[config.mk]
export PLATFORM = sky130hd
export DESIGN_NAME = rx_frame_parse
export DESIGN_NICKNAME = d
export VERILOG_FILES = /design/src/rtl/rx_frame_parse_pkg.sv /design/src/rtl/rx_frame_parse.sv
export SDC_FILE = /design/constraint.sdc
export NUM_CORES = 1
export LEC_CHECK = 0
export ABC_AREA = 1
export CAP_MARGIN = 10
export CORE_MARGIN = 4
export CORE_UTILIZATION = 56
export DETAILED_ROUTE_END_ITERATION = 10
export DONT_BUFFER_PORTS = 1
export GPL_TIMING_DRIVEN = 1
export PLACE_DENSITY = 0.67
export SLEW_MARGIN = 25
export SYNTH_ARGS = -nofsm -noshare
export SYNTH_HDL_FRONTEND = slang
export SYNTH_SLANG_ARGS = --single-unit
[constraint.sdc]
create_clock -name rx_clk -period 17.9 [get_ports rx_clk]
set_clock_uncertainty 0.1 [all_clocks]
set_input_delay 2.685 -clock rx_clk [delete_from_list [all_inputs] [get_ports rx_clk]]
set_output_delay 2.685 -clock rx_clk [all_outputs]
set_load 0.02 [all_outputs]
[src/rtl/rx_frame_parse_pkg.sv]
// Shared types and constants for the host-to-radio frame parser.
package rx_frame_parse_pkg;

    // Parser states: three sync bytes, five control bytes, then sample groups.
    typedef enum logic [2:0] {
        SYNC0   = 3'd0,
        SYNC1   = 3'd1,
        SYNC2   = 3'd2,
        CTRL    = 3'd3,
        SAMPLES = 3'd4
    } state_e;

    localparam int FRAME_BYTES = 512;
    localparam int CTRL_BYTES  = 5;
    localparam int GROUP_BYTES = 8;

    localparam logic [7:0] DEFAULT_SYNC_BYTE         = 8'h7F;
    localparam int         DEFAULT_SAMPLES_PER_FRAME = 63;

endpackage

[src/rtl/rx_frame_parse.sv]
// Host-to-radio frame parser: locks to the 3-byte sync, captures C0..C4 as a
// command, and assembles the L/R/I/Q sample groups of each 512-byte frame.
// Handshake: a byte is consumed on every cycle with rx_fifo_enable=1; there is
// no back-pressure. Output pulses (cmd_valid, sample_valid, sync_err,
// frame_err) are single-cycle and appear one cycle after the causing byte.
module rx_frame_parse
    import rx_frame_parse_pkg::*;
#(
    parameter logic [7:0] SYNC_BYTE         = DEFAULT_SYNC_BYTE,
    parameter int         SAMPLES_PER_FRAME = DEFAULT_SAMPLES_PER_FRAME
) (
    input  logic        rx_clk,
    input  logic        rst,
    input  logic [7:0]  rx_fifo_data,
    input  logic        rx_fifo_enable,
    output logic        cmd_valid,
    output logic [6:0]  cmd_addr,
    output logic        cmd_ptt,
    output logic [31:0] cmd_data,
    output logic        sample_valid,
    output logic [15:0] audio_l,
    output logic [15:0] audio_r,
    output logic [15:0] tx_i,
    output logic [15:0] tx_q,
    output logic        sync_err,
    output logic        frame_err
);

    state_e      state_q, state_d;
    logic [2:0]  ctrl_cnt_q, ctrl_cnt_d;
    logic [2:0]  grp_byte_q, grp_byte_d;
    logic [7:0]  grp_cnt_q, grp_cnt_d;
    logic [31:0] ctrl_sr_q, ctrl_sr_d;
    logic [55:0] smp_sr_q, smp_sr_d;

    logic        cmd_valid_q, cmd_valid_d;
    logic [6:0]  cmd_addr_q, cmd_addr_d;
    logic        cmd_ptt_q, cmd_ptt_d;
    logic [31:0] cmd_data_q, cmd_data_d;
    logic        sample_valid_q, sample_valid_d;
    logic [15:0] audio_l_q, audio_l_d;
    logic [15:0] audio_r_q, audio_r_d;
    logic [15:0] tx_i_q, tx_i_d;
    logic [15:0] tx_q_q, tx_q_d;
    logic        sync_err_q, sync_err_d;
    logic        frame_err_q, frame_err_d;

    // Full 40-bit command word and 64-bit group, completed by the current byte.
    logic [39:0] ctrl_full;
    logic [63:0] smp_full;

    // Append the incoming byte to the partially shifted words.
    always_comb begin
        ctrl_full = {ctrl_sr_q, rx_fifo_data};
        smp_full  = {smp_sr_q, rx_fifo_data};
    end

    // Next-state, counters, shift registers and registered outputs.
    always_comb begin
        state_d        = state_q;
        ctrl_cnt_d     = ctrl_cnt_q;
        grp_byte_d     = grp_byte_q;
        grp_cnt_d      = grp_cnt_q;
        ctrl_sr_d      = ctrl_sr_q;
        smp_sr_d       = smp_sr_q;
        cmd_valid_d    = 1'b0;
        cmd_addr_d     = cmd_addr_q;
        cmd_ptt_d      = cmd_ptt_q;
        cmd_data_d     = cmd_data_q;
        sample_valid_d = 1'b0;
        audio_l_d      = audio_l_q;
        audio_r_d      = audio_r_q;
        tx_i_d         = tx_i_q;
        tx_q_d         = tx_q_q;
        sync_err_d     = 1'b0;
        frame_err_d    = 1'b0;

        case (state_q)
            SYNC0: begin
                // Hunting: non-sync bytes and idle cycles are dropped quietly.
                if (rx_fifo_enable && rx_fifo_data == SYNC_BYTE) state_d = SYNC1;
            end
            SYNC1, SYNC2: begin
                if (!rx_fifo_enable) begin
                    frame_err_d = 1'b1;
                    state_d     = SYNC0;
                end else if (rx_fifo_data == SYNC_BYTE) begin
                    state_d = (state_q == SYNC1) ? SYNC2 : CTRL;
                end else begin
                    // The offending byte is consumed, not re-hunted.
                    sync_err_d = 1'b1;
                    state_d    = SYNC0;
                end
            end
            CTRL: begin
                if (!rx_fifo_enable) begin
                    frame_err_d = 1'b1;
                    state_d     = SYNC0;
                end else begin
                    ctrl_sr_d = ctrl_full[31:0];
                    if (ctrl_cnt_q == 3'(CTRL_BYTES - 1)) begin
                        cmd_valid_d = 1'b1;
                        cmd_addr_d  = ctrl_full[39:33];
                        cmd_ptt_d   = ctrl_full[32];
                        cmd_data_d  = ctrl_full[31:0];
                        state_d     = SAMPLES;
                    end else begin
                        ctrl_cnt_d = ctrl_cnt_q + 3'd1;
                    end
                end
            end
            SAMPLES: begin
                if (!rx_fifo_enable) begin
                    frame_err_d = 1'b1;
                    state_d     = SYNC0;
                end else begin
                    smp_sr_d = smp_full[55:0];
                    if (grp_byte_q == 3'(GROUP_BYTES - 1)) begin
                        sample_valid_d = 1'b1;
                        audio_l_d      = smp_full[63:48];
                        audio_r_d      = smp_full[47:32];
                        tx_i_d         = smp_full[31:16];
                        tx_q_d         = smp_full[15:0];
                        grp_byte_d     = 3'd0;
                        if (grp_cnt_q == 8'(SAMPLES_PER_FRAME - 1)) begin
                            state_d = SYNC0;
                        end else begin
                            grp_cnt_d = grp_cnt_q + 8'd1;
                        end
                    end else begin
                        grp_byte_d = grp_byte_q + 3'd1;
                    end
                end
            end
            default: state_d = SYNC0;
        endcase

        // Every return to hunting starts the next frame from clean counters.
        if (state_d == SYNC0) begin
            ctrl_cnt_d = 3'd0;
            grp_byte_d = 3'd0;
            grp_cnt_d  = 8'd0;
        end
    end

    // State, datapath and output registers; reset clears everything at once.
    always_ff @(posedge rx_clk or posedge rst) begin
        if (rst) begin
            state_q        <= SYNC0;
            ctrl_cnt_q     <= 3'd0;
            grp_byte_q     <= 3'd0;
            grp_cnt_q      <= 8'd0;
            ctrl_sr_q      <= 32'd0;
            smp_sr_q       <= 56'd0;
            cmd_valid_q    <= 1'b0;
            cmd_addr_q     <= 7'd0;
            cmd_ptt_q      <= 1'b0;
            cmd_data_q     <= 32'd0;
            sample_valid_q <= 1'b0;
            audio_l_q      <= 16'd0;
            audio_r_q      <= 16'd0;
            tx_i_q         <= 16'd0;
            tx_q_q         <= 16'd0;
            sync_err_q     <= 1'b0;
            frame_err_q    <= 1'b0;
        end else begin
            state_q        <= state_d;
            ctrl_cnt_q     <= ctrl_cnt_d;
            grp_byte_q     <= grp_byte_d;
            grp_cnt_q      <= grp_cnt_d;
            ctrl_sr_q      <= ctrl_sr_d;
            smp_sr_q       <= smp_sr_d;
            cmd_valid_q    <= cmd_valid_d;
            cmd_addr_q     <= cmd_addr_d;
            cmd_ptt_q      <= cmd_ptt_d;
            cmd_data_q     <= cmd_data_d;
            sample_valid_q <= sample_valid_d;
            audio_l_q      <= audio_l_d;
            audio_r_q      <= audio_r_d;
            tx_i_q         <= tx_i_d;
            tx_q_q         <= tx_q_d;
            sync_err_q     <= sync_err_d;
            frame_err_q    <= frame_err_d;
        end
    end

    assign cmd_valid    = cmd_valid_q;
    assign cmd_addr     = cmd_addr_q;
    assign cmd_ptt      = cmd_ptt_q;
    assign cmd_data     = cmd_data_q;
    assign sample_valid = sample_valid_q;
    assign audio_l      = audio_l_q;
    assign audio_r      = audio_r_q;
    assign tx_i         = tx_i_q;
    assign tx_q         = tx_q_q;
    assign sync_err     = sync_err_q;
    assign frame_err    = frame_err_q;

endmodule

==> flow_summary.json, run 1 <==
{
  "post_drt_wl_per_cell_um": 15.3,
  "grt_overflow": 0,
  "grt_pass1_wl_mm": 26.6,
  "finalHoldViolations": 0,
  "period_needed_ns": 3.91,
  "fillers": 1135,
  "cp.arrival_ns": 4.22,
  "yosysTopAreaCell": "dfrtp_1",
  "path_clk_slew_ns": 0.06,
  "clk_path_buf_depth": 3,
  "drt_wl_total_mm": 15.8,
  "synthToLayoutAreaGrowth_pct": 10.1,
  "place_area_sq_um": 8230,
  "syn_area_sq_um": 8160,
  "hold_path_class": "flip-flop to flip-flop",
  "critPathKind": "primary input to flip-flop",
  "tns_ns": 0,
  "final_max_slew_viol_count": 0,
  "utilization": 0.637,
  "fp.coreArea_sq_um": 14100,
  "cap_violations": 0,
  "tightest_slew_ns": 0.933,
  "clkSinkCount": 213,
  "synth_fp_nets": 866,
  "synthTopCellsByCount": "nand2_1 (256), dfrtp_1 (213), o21ai_0 (177), inv_1 (97), clkbuf_1 (25)",
  "n_antenna_cell": 0,
  "synth_most_common_cell": "nand2_1",
  "io_buffers": 0,
  "numCtsBuffers": 22,
  "worstSetupStartpointType": "primary input",
  "syn_area_per_cell_sq_um": 9.61,
  "ys_warn_count": 0,
  "leakage_nw": 4.38,
  "rsz0062_at_grt": "false",
  "gp_congestion": 0.829,
  "netlist-cell-type-count": 24,
  "synth_cells": 849,
  "fp-row-count": 43,
  "slew_headroom": 0.375,
  "vias": 5345,
  "worstPathMaxFanout": 101,
  "nets": 853,
  "ctsHoldBuffers": 0,
  "endpoint_kind": "flip-flop",
  "critPathMaxStageDelay_ns": 0.62,
  "postLayoutCellArea_sq_um": 8980,
  "cp_num_buf_inv": 2,
  "grtUsageTotal": 0.195,
  "htree_levels": 1,
  "status": "completed",
  "crit_path_top_delay_cell": "buf_4",
  "cp_common_cell": "nand2_1",
  "drt_iter0_markers": 368,
  "drc": 0,
  "min_period_over_period": 0.218,
  "cts_setup_buffers": 0,
  "yosysSeqAreaShare": 0.653,
  "synth_seq_cells": 213,
  "path_cells": "nand2_1 -> nor2_4 -> buf_4 -> nand2_1 -> nand3_2 -> nor2_2 -> nand2_2 -> inv_2 -> a21oi_1",
  "die_x_um": 129,
  "drt-vias-per-instance": 5.18,
  "synth_top_cell_area_share": 0.653,
  "synthArstFlopShare": 1.00,
  "cts_root_buffer": "clkbuf_16",
  "clkLatencyLatePin_ns": 0.49,
  "setup_viol": 0,
  "grt_pass1_vias": 5342,
  "ios": 119,
  "dp_hpwl_mm": 10.4,
  "synthFlopType": "dfrtp_1",
  "cts_resized": 0,
  "grt_max_degree": 130,
  "required_ns": 18.21,
  "power_density_nw_per_um2": 105,
  "antenna_found_initial": 0,
  "initial_core_util": 0.579,
  "ir_drop_mv": 0.0651,
  "tritoncts": "yes",
  "synth_edf_count": 0,
  "max_freq_mhz": 256,
  "layout-drive-gt1-share": 0.0705,
  "dr.pass1.iters": 5,
  "antenna_left": 0,
  "netlist_top_cells_area": "dfrtp_1 (65%), nand2_1 (12%), o21ai_0 (11%)",
  "die_height_um": 129,
  "crit_family": "buffers and inverters",
  "die_area_sq_um": 16600
}
[worst register-to-register path: cells and delay by family (launching register included)]
family	cells	cell delay (ns)
adders and majority gates	1	0.18
DFF	1	0.39
buffers and inverters	3	0.76
and+or+nand+nor	7	0.74
[cell usage in the layout, fill, tap and decap left out, types with 4 or more instances in the layout]
cell       synthesis  layout
nor2_2             5       5
clkbuf_1          25       6
nand4_1            4       4
o21ai_0          177     177
inv_1             97      95
clkbuf_16          0      23
xor2_1             5       5
nand3_1            8       8
nor2_1            17      17
ha_1               6       6
nand2_1          256     254
dfrtp_1          213     213
clkbuf_8           0       6
[routing by layer]
metal  routed length (um)  vias to the layer above  track usage
li1                     -                     2636            -
met1                 6900                     2531        0.270
met2                 7180                      153        0.299
met4                  282                        0       0.0513
met5                    0                        -            0
met3                 1390                       25       0.0664
[state kept, by name (all words and copies together), names as in the netlist]
name / count
audio_l: 16
audio_r: 16
cmd_addr: 7
cmd_data: 32
cmd_ptt: 1
cmd_valid: 1
ctrl_cnt_q: 3
ctrl_sr_q: 32
frame_err: 1
grp_byte_q: 3
grp_cnt_q: 8
sample_valid: 1
smp_sr_q: 56
state_q: 3
sync_err: 1
tx_i: 16
tx_q: 16
[cell families (layout without fill, tap and decap cells)]
group,Yosys count,in the layout,share of synthesized area
flops,213,213,0.653
simple gates,298,298,0.146
xor+xnor,7,7,0.00751
fa+ha+maj,6,6,0.00920
compound gates,182,182,0.113
buf+inv,143,145,0.0710
[final timing paths]
path / start / endpoint / slack, ns / cells past startpoint
setup / recovery: rx_fifo_enable / grp_cnt_q[1] / 13.99 / 9
hold / removal: ctrl_sr_q[31] / cmd_addr[6] / 0.37 / 2
setup reg to reg: ctrl_cnt_q[0] / grp_cnt_q[4] / 15.60 / 11
min in group asynchronous: rst / audio_l[9] / 2.12 / 1
hold reg to reg: ctrl_sr_q[31] / cmd_addr[6] / 0.37 / 2
max in group asynchronous: rst / cmd_data[30] / 14.40 / 2
[per-stage QoR]
stage                     std cells  setup WS [ns]  total power (W)  hold slack [ns]
after global routing           1031          13.77         0.000974            0.396
final                          1031          13.99         0.000941            0.370
after CTS                      1030          13.92         0.000951            0.372
after global placement          991          13.47         0.000502            0.353
after floorplan                 849           9.29         0.000499            0.342
after detailed placement        991          13.41         0.000502            0.359
[report_power, final]
part	total, W	internal (W)	switching [W]
registers	0.000482	0.000482	0.0000000120
clock network	0.000448	0.000274	0.000174
logic	0.0000111	0.000000666	0.0000104
[final cells by class]
type | instances | area [sq um] | area share
Clock buffer | 35 | 681 | 0.0758
Clock inverter | 4 | 48.8 | 0.00543
Inverter | 101 | 388 | 0.0432
Multi-Input combinational cell | 493 | 2260 | 0.251
Sequential cell | 213 | 5330 | 0.593
Tap cell | 180 | 225 | 0.0251
Timing Repair Buffer | 5 | 53.8 | 0.00599
No activity file was read; power rests on OpenSTA's default activity.
==> run 2, diff against run 1 <==
- clock period: 17.9 -> 4 ns (I/O delays scaled with it)
==> run 2 against run 1 <==
Effect of this change:
- register-to-register slack got worse by 14 ns
- power rose to 4.4 times the previous value
- cell area fell by 0.25%
- first-iteration DRC count rose by 8.2%
- worst setup slack got worse by 12 ns
- clock power rose to 4.2 times the previous value
==> flow_summary.json, run 2 (same netlist as run 1, synthesis figures left out) <==
{
  "status": "completed",
  "hold_path_class": "primary input to flip-flop",
  "mostFrequentLayoutCell": "nand2_1",
  "synthToLayoutAreaGrowth_pct": 9.80,
  "critPathMaxStageDelay_ns": 0.40,
  "utilization": 0.636,
  "period_needed_ns": 2.35,
  "layout-drive-gt1-share": 0.0727,
  "nets": 857,
  "drt_iter0_markers": 398,
  "antenna_found_initial": 0,
  "grt_pass1_vias": 5350,
  "total_power_w": 0.00411,
  "finalHoldViolations": 0,
  "io_buffers": 0,
  "cts_resized": 0,
  "power_density_nw_per_um2": 459,
  "leakage_nw": 4.37,
  "grtUsageTotal": 0.198,
  "worstSetupStartpointType": "flip-flop",
  "antenna_left": 0,
  "grtUsageMet3": 0.0648,
  "crit_family": "buffers and inverters",
  "r2r-start": "grp_byte_q[0]",
  "cts_root_buffer": "clkbuf_16",
  "die_height_um": 129,
  "path_clk_slew_ns": 0.06,
  "grt_most_used_layer": "met2",
  "seq_area_sq_um": 5330,
  "fp.coreArea_sq_um": 14100,
  "gp_congestion": 0.780,
  "grt_util_met1": 0.278,
  "drt-vias-per-instance": 5.21,
  "vias": 5381,
  "drt_wl_total_mm": 16.0,
  "grt_max_degree": 100,
  "largest_register_ffs": 56,
  "cp_num_buf_inv": 2,
  "ios": 119,
  "dr.pass1.iters": 5,
  "required_ns": 4.25,
  "grt_overflow": 0,
  "die_area_sq_um": 16600,
  "hp-start": "rx_fifo_data[7]",
  "initial_core_util": 0.579,
  "multi_input_area_sq_um": 2260,
  "cap_violations": 0,
  "n_antenna_cell": 0,
  "clkLatencyLatePin_ns": 0.50,
  "tightest_slew_ns": 0.710,
  "drc": 0,
  "clkSinkCount": 213,
  "worstPathMaxFanout": 49,
  "fp-row-count": 43,
  "tns_ns": 0,
  "holdPathStages": 2,
  "largest_register": "smp_sr_q",
  "slew_headroom": 0.525,
  "r2r-end": "tx_q[8]",
  "worstRegToRegCells": 8,
  "ir_drop_mv": 0.322,
  "crit_path_top_delay_cell": "dfrtp_1",
  "min_period_over_period": 0.588,
  "post_drt_wl_per_cell_um": 15.4,
  "endpoint_kind": "flip-flop",
  "layout_common_cells": "nand2_1 (254), dfrtp_1 (213), o21ai_0 (177), inv_1 (95), clkbuf_16 (22)",
  "htree_levels": 1,
  "setup_viol": 0,
  "cp.arrival_ns": 2.61,
  "dp.cells": 995,
  "rsz0062_at_grt": "false",
  "ff2ff_setup_slack_ns": 1.65,
  "final_max_slew_viol_count": 0,
  "critPathKind": "flip-flop to flip-flop",
  "path_cells": "ha_1 -> ha_1 -> nand2_1 -> nor2_4 -> clkinv_2 -> buf_4 -> nand2_1 -> o21ai_0",
  "dp_hpwl_mm": 10.9,
  "min_to": "smp_sr_q[7]",
  "place_area_sq_um": 8270,
  "clk_path_buf_depth": 3,
  "grt_util_met2": 0.305,
  "postLayoutCellArea_sq_um": 8960,
  "fillers": 1170,
  "grt_pass1_wl_mm": 26.9,
  "tritoncts": "yes",
  "die_x_um": 129,
  "max_freq_mhz": 425,
  "numCtsBuffers": 22,
  "layout.cells.non_filler": 1033
}
-- run 2: layout make-up --
cell class              instances  area share
multi-input cells             493       0.252
well taps                     180      0.0251
clock buffers                  29      0.0666
flip-flops and latches        213       0.595
inverters                     101      0.0429
repair buffers                  9     0.00922
clock inverters                 8     0.00894
-- run 2: timing repair --
| action | in CTS | in global routing |
|---|---|---|
| hold buffers | 1 | 0 |
| hold endpoints to repair | 1 | 0 |
| setup buffers | 0 | 0 |
-- run 2: per-layer routing --
| layer | vias up | share of wire |
|---|---|---|
| met5 | - | 0 |
| met4 | 0 | 0.012 |
| met3 | 13 | 0.099 |
| met2 | 172 | 0.46 |
| met1 | 2558 | 0.43 |
| li1 | 2638 | - |
-- run 2: report_power, final --
part           switching [W]  internal, W
clock network       0.000787      0.00112
registers       0.0000000576      0.00216
logic              0.0000469   0.00000570
total               0.000833      0.00328
-- run 2: how the worst max path moves through the flow --
stage                       start          end  slack (ns)  cells past startpoint
finish              grp_byte_q[0]      tx_q[8]        1.65                      8
global placement    grp_byte_q[0]      tx_i[4]        1.79                      8
CTS                 grp_byte_q[0]      tx_q[8]        1.67                      8
detailed placement  grp_byte_q[0]  audio_r[13]        1.67                      8
floorplan                     rst   audio_l[0]        0.53                      1
global route        grp_byte_q[0]     tx_q[13]        1.45                      8
-- run 2: metrics by stage --
stage / worst slack, ns / hold slack [ns]
floorplan: 0.530 / 0.342
global placement: 1.79 / 0.265
detailed placement: 1.67 / 0.266
CTS: 1.67 / 0.113
global route: 1.45 / 0.114
finish: 1.65 / 0.126
-- run 2: worst reg2reg max path, cell delays in order (launching register included) --
cell	delay, ns
dfrtp_1	0.40
ha_1	0.18
ha_1	0.18
nand2_1	0.09
nor2_4	0.32
clkinv_2	0.34
buf_4	0.37
nand2_1	0.13
o21ai_0	0.10
